==> src/rtl/sprite_pkg.sv <==
// Shared definitions for the sprite command word: field positions, widths and
// the receiver FSM state type.
package sprite_pkg;

    localparam int WORD_W  = 32;
    localparam int COORD_W = 10;
    localparam int OFF_W   = 9;
    localparam int ACT_W   = 3;

    // Word layout: {active, x, y, offset}
    localparam int ACT_HI = 31;
    localparam int ACT_LO = 29;
    localparam int X_HI   = 28;
    localparam int X_LO   = 19;
    localparam int Y_HI   = 18;
    localparam int Y_LO   = 9;
    localparam int OFF_HI = 8;
    localparam int OFF_LO = 0;

    typedef enum logic [1:0] {
        IDLE    = 2'd0,
        PENDING = 2'd1,
        WRITE   = 2'd2
    } state_e;

endpackage

==> src/rtl/sprite_field_unpack.sv <==
// Combinational split of a sprite word into its fields, plus an inclusive
// unsigned bounds check of the coordinates.
module sprite_field_unpack
    import sprite_pkg::*;
#(
    parameter int X_MAX = 620,
    parameter int Y_MAX = 460
) (
    input  logic [WORD_W-1:0]  word,
    output logic [COORD_W-1:0] x,
    output logic [COORD_W-1:0] y,
    output logic [OFF_W-1:0]   offset,
    output logic [ACT_W-1:0]   active,
    output logic               in_range
);

    localparam logic [COORD_W-1:0] X_LIM = COORD_W'(X_MAX);
    localparam logic [COORD_W-1:0] Y_LIM = COORD_W'(Y_MAX);

    // NOTE: continuous assigns cover every output on every path, so no latch can be inferred.
    assign x        = word[X_HI:X_LO];
    assign y        = word[Y_HI:Y_LO];
    assign offset   = word[OFF_HI:OFF_LO];
    assign active   = word[ACT_HI:ACT_LO];
    assign in_range = (x <= X_LIM) && (y <= Y_LIM);

endmodule

==> src/rtl/sprite_word_receiver.sv <==
// Receives the free-running sprite word, defers legal updates to the next frame
// boundary and commits them to the sprite register bank via write/ack.
module sprite_word_receiver
    import sprite_pkg::*;
#(
    parameter logic [4:0] REG_INDEX   = 5'd1,
    parameter int         X_MAX       = 620,
    parameter int         Y_MAX       = 460,
    parameter int         ACK_TIMEOUT = 15
) (
    input  logic               clk,
    input  logic               reset,
    input  logic [WORD_W-1:0]  in_word,
    input  logic               new_frame,
    input  logic               wr_ack,
    output logic               wr_en,
    output logic [4:0]         wr_addr,
    output logic [WORD_W-1:0]  wr_data,
    output logic [COORD_W-1:0] sprite_x,
    output logic [COORD_W-1:0] sprite_y,
    output logic [OFF_W-1:0]   sprite_offset,
    output logic [ACT_W-1:0]   sprite_active,
    output logic               range_err,
    output logic               timeout_err,
    output logic               busy
);

    localparam logic [7:0] TIMER_LAST = 8'(ACK_TIMEOUT - 1);

    state_e              state;
    logic [WORD_W-1:0]   in_q;
    logic [WORD_W-1:0]   last_word;
    logic [WORD_W-1:0]   pend_word;
    logic [7:0]          timer;
    logic                change;

    logic [WORD_W-1:0]   unpack_word;
    logic [COORD_W-1:0]  f_x;
    logic [COORD_W-1:0]  f_y;
    logic [OFF_W-1:0]    f_offset;
    logic [ACT_W-1:0]    f_active;
    logic                in_range;

    assign change = (in_q != last_word);

    // One unpacker serves both jobs: range-checking arrivals and decoding the committed word.
    assign unpack_word = (state == WRITE) ? pend_word : in_q;

    sprite_field_unpack #(
        .X_MAX (X_MAX),
        .Y_MAX (Y_MAX)
    ) u_unpack (
        .word     (unpack_word),
        .x        (f_x),
        .y        (f_y),
        .offset   (f_offset),
        .active   (f_active),
        .in_range (in_range)
    );

    // NOTE: all state uses non-blocking assignments so every register samples pre-edge values.
    always_ff @(posedge clk) begin
        if (reset) begin
            state         <= IDLE;
            in_q          <= '0;
            last_word     <= '0;
            pend_word     <= '0;
            timer         <= '0;
            wr_en         <= 1'b0;
            wr_addr       <= '0;
            wr_data       <= '0;
            sprite_x      <= '0;
            sprite_y      <= '0;
            sprite_offset <= '0;
            sprite_active <= '0;
            range_err     <= 1'b0;
            timeout_err   <= 1'b0;
            busy          <= 1'b0;
        end else begin
            in_q        <= in_word;
            wr_addr     <= REG_INDEX;
            range_err   <= 1'b0;
            timeout_err <= 1'b0;

            case (state)
                IDLE: begin
                    if (change) begin
                        last_word <= in_q;
                        if (in_range) begin
                            pend_word <= in_q;
                            state     <= PENDING;
                            busy      <= 1'b1;
                        end else begin
                            range_err <= 1'b1;
                        end
                    end
                end

                PENDING: begin
                    // A change arriving with new_frame stays unconsumed and is picked up after the write.
                    if (new_frame) begin
                        state   <= WRITE;
                        wr_en   <= 1'b1;
                        wr_data <= pend_word;
                        timer   <= '0;
                    end else if (change) begin
                        last_word <= in_q;
                        if (in_range) begin
                            pend_word <= in_q;
                        end else begin
                            range_err <= 1'b1;
                        end
                    end
                end

                WRITE: begin
                    if (wr_ack) begin
                        sprite_x      <= f_x;
                        sprite_y      <= f_y;
                        sprite_offset <= f_offset;
                        sprite_active <= f_active;
                        wr_en         <= 1'b0;
                        state         <= IDLE;
                        busy          <= 1'b0;
                    end else if (timer == TIMER_LAST) begin
                        // Clearing last_word makes the still-present word retrigger a write.
                        timeout_err <= 1'b1;
                        wr_en       <= 1'b0;
                        last_word   <= '0;
                        state       <= IDLE;
                        busy        <= 1'b0;
                    end else begin
                        timer <= timer + 8'd1;
                    end
                end

                default: begin
                    state <= IDLE;
                    wr_en <= 1'b0;
                    busy  <= 1'b0;
                end
            endcase
        end
    end

endmodule
==> config.mk <==
export PLATFORM = sky130hd
export DESIGN_NAME = sprite_word_receiver
export DESIGN_NICKNAME = d
export VERILOG_FILES = /design/src/rtl/sprite_pkg.sv /design/src/rtl/sprite_field_unpack.sv /design/src/rtl/sprite_word_receiver.sv
export SDC_FILE = /design/constraint.sdc
export NUM_CORES = 1
export LEC_CHECK = 0
export CAP_MARGIN = 25
export CORE_UTILIZATION = 45
export CTS_CLUSTER_DIAMETER = 120
export DETAILED_ROUTE_END_ITERATION = 6
export GPL_ROUTABILITY_DRIVEN = 0
export PLACE_DENSITY = 0.71
export SYNTH_ARGS = -nofsm -noshare
export SYNTH_HDL_FRONTEND = slang
export SYNTH_SLANG_ARGS = --single-unit
==> constraint.sdc <==
create_clock -name clk -period 2 [get_ports clk]
set_clock_uncertainty 0.05 [all_clocks]
set_input_delay 0.2 -clock clk [delete_from_list [all_inputs] [get_ports clk]]
set_output_delay 0.2 -clock clk [all_outputs]
set_load 0.01 [all_outputs]
==> impl_metrics.csv <==
group,metric,value,unit
status,status,"finished with violations",
status,violations,"setup timing",
sta,maxSlewViolCount,0,
clock_network,cts_max_level,4,
worst_setup_path,arrival,2.43,ns
finish,area_growth,35.9,%
power,comb_power_share,13.7,%
clock_network,root_buffer,"clkbuf_16",
power,power_density,958,nW/um^2
sta,maxSlewHeadroom,66.5,%
clock_network,holdBufCountCts,0,
synth,synth_area,6460,um^2
placement,dp_hpwl,10.7,mm
finish,drive_gt1_share,13.7,%
grt,grt_max_degree,45,
placement,io_buffers,104,
drt,first_pass_iters,5,
sta,fmax,469,MHz
power,seqPwrFrac,45.5,%
synth,ys.flop_type,"dfxtp_1",
finish,fill_cells,1110,
power,sw_frac_of_total,25.2,%
worst_setup_path,critPathLaunchType,"register",
sta,fin_ws,-0.134,ns
sta,rsz0062_at_grt,"yes",
worst_setup_path,critPathMaxStageDelay,0.36,ns
grt,grt_first_pass_wirelength,25.1,mm
worst_setup_path,critPathKind,"reg -> reg",
floorplan,die_area,14800,um^2
worst_setup_path,path_delay_family,"compound AO/OA/AOI/OAI gates",
drt,avgRoutedWirePerCell,16.0,um
grt,grtUsageTotal,22.2,%
finish,antenna_cells,0,
clock_network,cts_tree,"yes",
floorplan,std_cell_rows,43,
floorplan,die_x,122,um
synth,synth_area_per_cell,9.28,um^2
worst_setup_path,critPathBufInv,2,
sta,finalCritPeriodShare,107,%
power,pwr-share-clk,40.9,%
grt,grt_overflow,0,
worst_setup_path,crit_chain,"or2_4, a211o_1, o32ai_4, o211ai_4, a2111oi_4, buf_6, buf_12, mux2i_1",
clock_network,clock-sinks,175,
clock_network,clk_pin_slew,0.07,ns
floorplan,core,13900,um^2
grt,grt_pass1_vias,5006,
synth,synth_edf_count,0,
finish,final_area,8790,um^2
floorplan,start_util,46.4,%
placement,post-place-ws,-0.256,ns
power,p_leak,0.00342,uW
finish,final_net_count,866,
power,p_sw,2120,uW
synth,syn_inst,697,
drt,drt_iter0_markers,357,
sta,worst_hold_slack,0.170,ns
clock_network,cts_buffers,17,
worst_setup_path,slowest_stage,"dfxtp_4",
drt,antenna_left,0,
worst_hold_path,min_path_type,"in -> reg",
clock_network,cts_max_path_buffers,2,
drt,drcViolationCount,0,
clock_network,clock_latency,0.43,ns
worst_setup_path,crit_fanout,8,
finish,fin_util,63.1,%
sta,worstMarginPinSlew,0.503,ns
grt,antenna_found_initial,0,
sta,min_period,2.13,ns
synth,yosysSeqAreaShare,54.2,%
drt,via_per_inst,5.24,
placement,dpl_cell_area,7890,um^2
synth,yosysWarnings,0,
floorplan,chipHeight,122,um
worst_setup_path,end_kind,"register",
power,peakVddDrop,0.574,mV
drt,drt_wl_total,16.4,mm
sta,hold_viol_final,0,
worst_setup_path,worstPathRequired,2.30,ns
synth,ys_types,44,
job,maxCapViolCount,0,
power,p_int,6300,uW
floorplan,io_pins,109,
synth,synthArstFlopShare,0,%
synth,synth-seq-cells,175,
sta,finalSetupViolCount,32,
drt,vias,5352,
==> cells in the mapped netlist, types with 2 or more instances <==
cell type	number	area [um^2]
a21oi_1	70	350
a22o_1	32	280
and2_1	4	25.0
and3_1	2	12.5
buf_2	3	15.0
buf_4	4	30.0
buf_6	3	33.8
clkbuf_1	37	139
dfxtp_1	175	3500
ha_1	2	25.0
mux2i_1	31	310
nand2_1	194	728
nand3_1	9	45.0
nand4_1	3	18.8
nor2_1	13	48.8
nor2b_1	33	206
nor3_1	3	15.0
nor4_1	10	62.6
o211ai_1	3	22.5
o21ai_1	4	20.0
or2_1	2	12.5
xnor2_1	2	17.5
xor2_1	37	324
==> layout by cell type (no fill, tap or decap), drive strengths merged, types with 5 or more instances in the layout <==
| cell type | count |
|---|---|
| xor2 | 37 |
| o21ai | 5 |
| clkbuf | 21 |
| nor2b | 33 |
| nor4 | 10 |
| a21oi | 70 |
| dfxtp | 175 |
| nand2 | 194 |
| nor2 | 13 |
| clkdlybuf4s50 | 103 |
| mux2i | 31 |
| nand3 | 9 |
| buf | 49 |
| a22o | 32 |
==> sequential cells by signal, indices dropped and copies added (netlist names) <==
signal / count
in_q: 32
last_word: 32
pend_word: 32
wr_data: 32
sprite_x: 10
sprite_y: 10
sprite_offset: 9
timer: 8
sprite_active: 3
state: 2
busy: 1
range_err: 1
timeout_err: 1
wr_addr: 1
wr_en: 1
==> per-stage QoR <==
stage               instances  TNS, ns  total power (uW)
global placement          977    -3.80              4830
detailed placement        977   -10.75              4860
floorplan                 700        0              4480
global route             1021    -5.57              8730
CTS                      1016    -2.99              8410
finish                   1021    -3.04              8420
==> routing by layer <==
layer  share of wire [%]  track usage, %  vias up
li1                    -               -     2588
met1                  45            28.8     2545
met2                  47            35.7      190
met3                 5.3            4.63       29
met4                 2.2            9.41        0
met5                   0               0        -
==> what timing repair did <==
action / 4_1_cts / 5_1_grt
setup buffers: 4 / 3
endpoints found under the setup margin: 65 / 65
resized for setup: 11 / 20
pin swaps: 3 / 6
gates cloned: 3 / 4
==> kinds of logic (layout without fill, tap and decap cells) <==
kind of cell             count (synthesis)  count (layout)  share of synthesized area, %
buffers and inverters                   49             187                          3.48
other                                    1               4                        0.0580
XOR/XNOR                                39              39                          5.28
adder cells (fa/ha/maj)                  2               2                         0.387
multiplexers                            31              31                          4.80
AO/OA/AOI/OAI                          121             124                          12.9
flip-flops                             175             175                          54.2
AND/OR/NAND/NOR                        279             279                          18.9
==> final cells by class <==
type	count	area (um^2)	share of cell area [%]
sequential	175	3510	40.0
clock inverter	12	158	1.79
inverter	2	7.51	0.0854
clock buffer	20	467	5.31
tap	180	225	2.56
timing repair buffer	153	1510	17.1
multi-input combinational	479	2910	33.1
==> power groups by stage <==
stage / registers (uW) / logic, uW / clock network, uW
floorplan: 3870 / 614 / 0
global placement: 3890 / 942 / 0
detailed placement: 3890 / 965 / 0
CTS: 3820 / 1110 / 3480
global route: 3840 / 1230 / 3650
finish: 3830 / 1150 / 3440
==> path summary, 6_finish.rpt <==
path	startpoint	cells past startpoint	endpoint	slack (ns)
worst max-delay path	in_q[27]	8	pend_word[14]	-0.13
worst min-delay path	reset	3	state[0]	0.17
worst min register to register	sprite_y[3]	2	sprite_y[3]	0.40
worst max register to register	in_q[27]	8	pend_word[14]	-0.13
==> tightest hold or removal path, cell delays in order <==
cell and delay (ns):
buf_2 0.19, or4b_2 0.16, o21ai_1 0.05
Power figures use the tool's default switching activity.
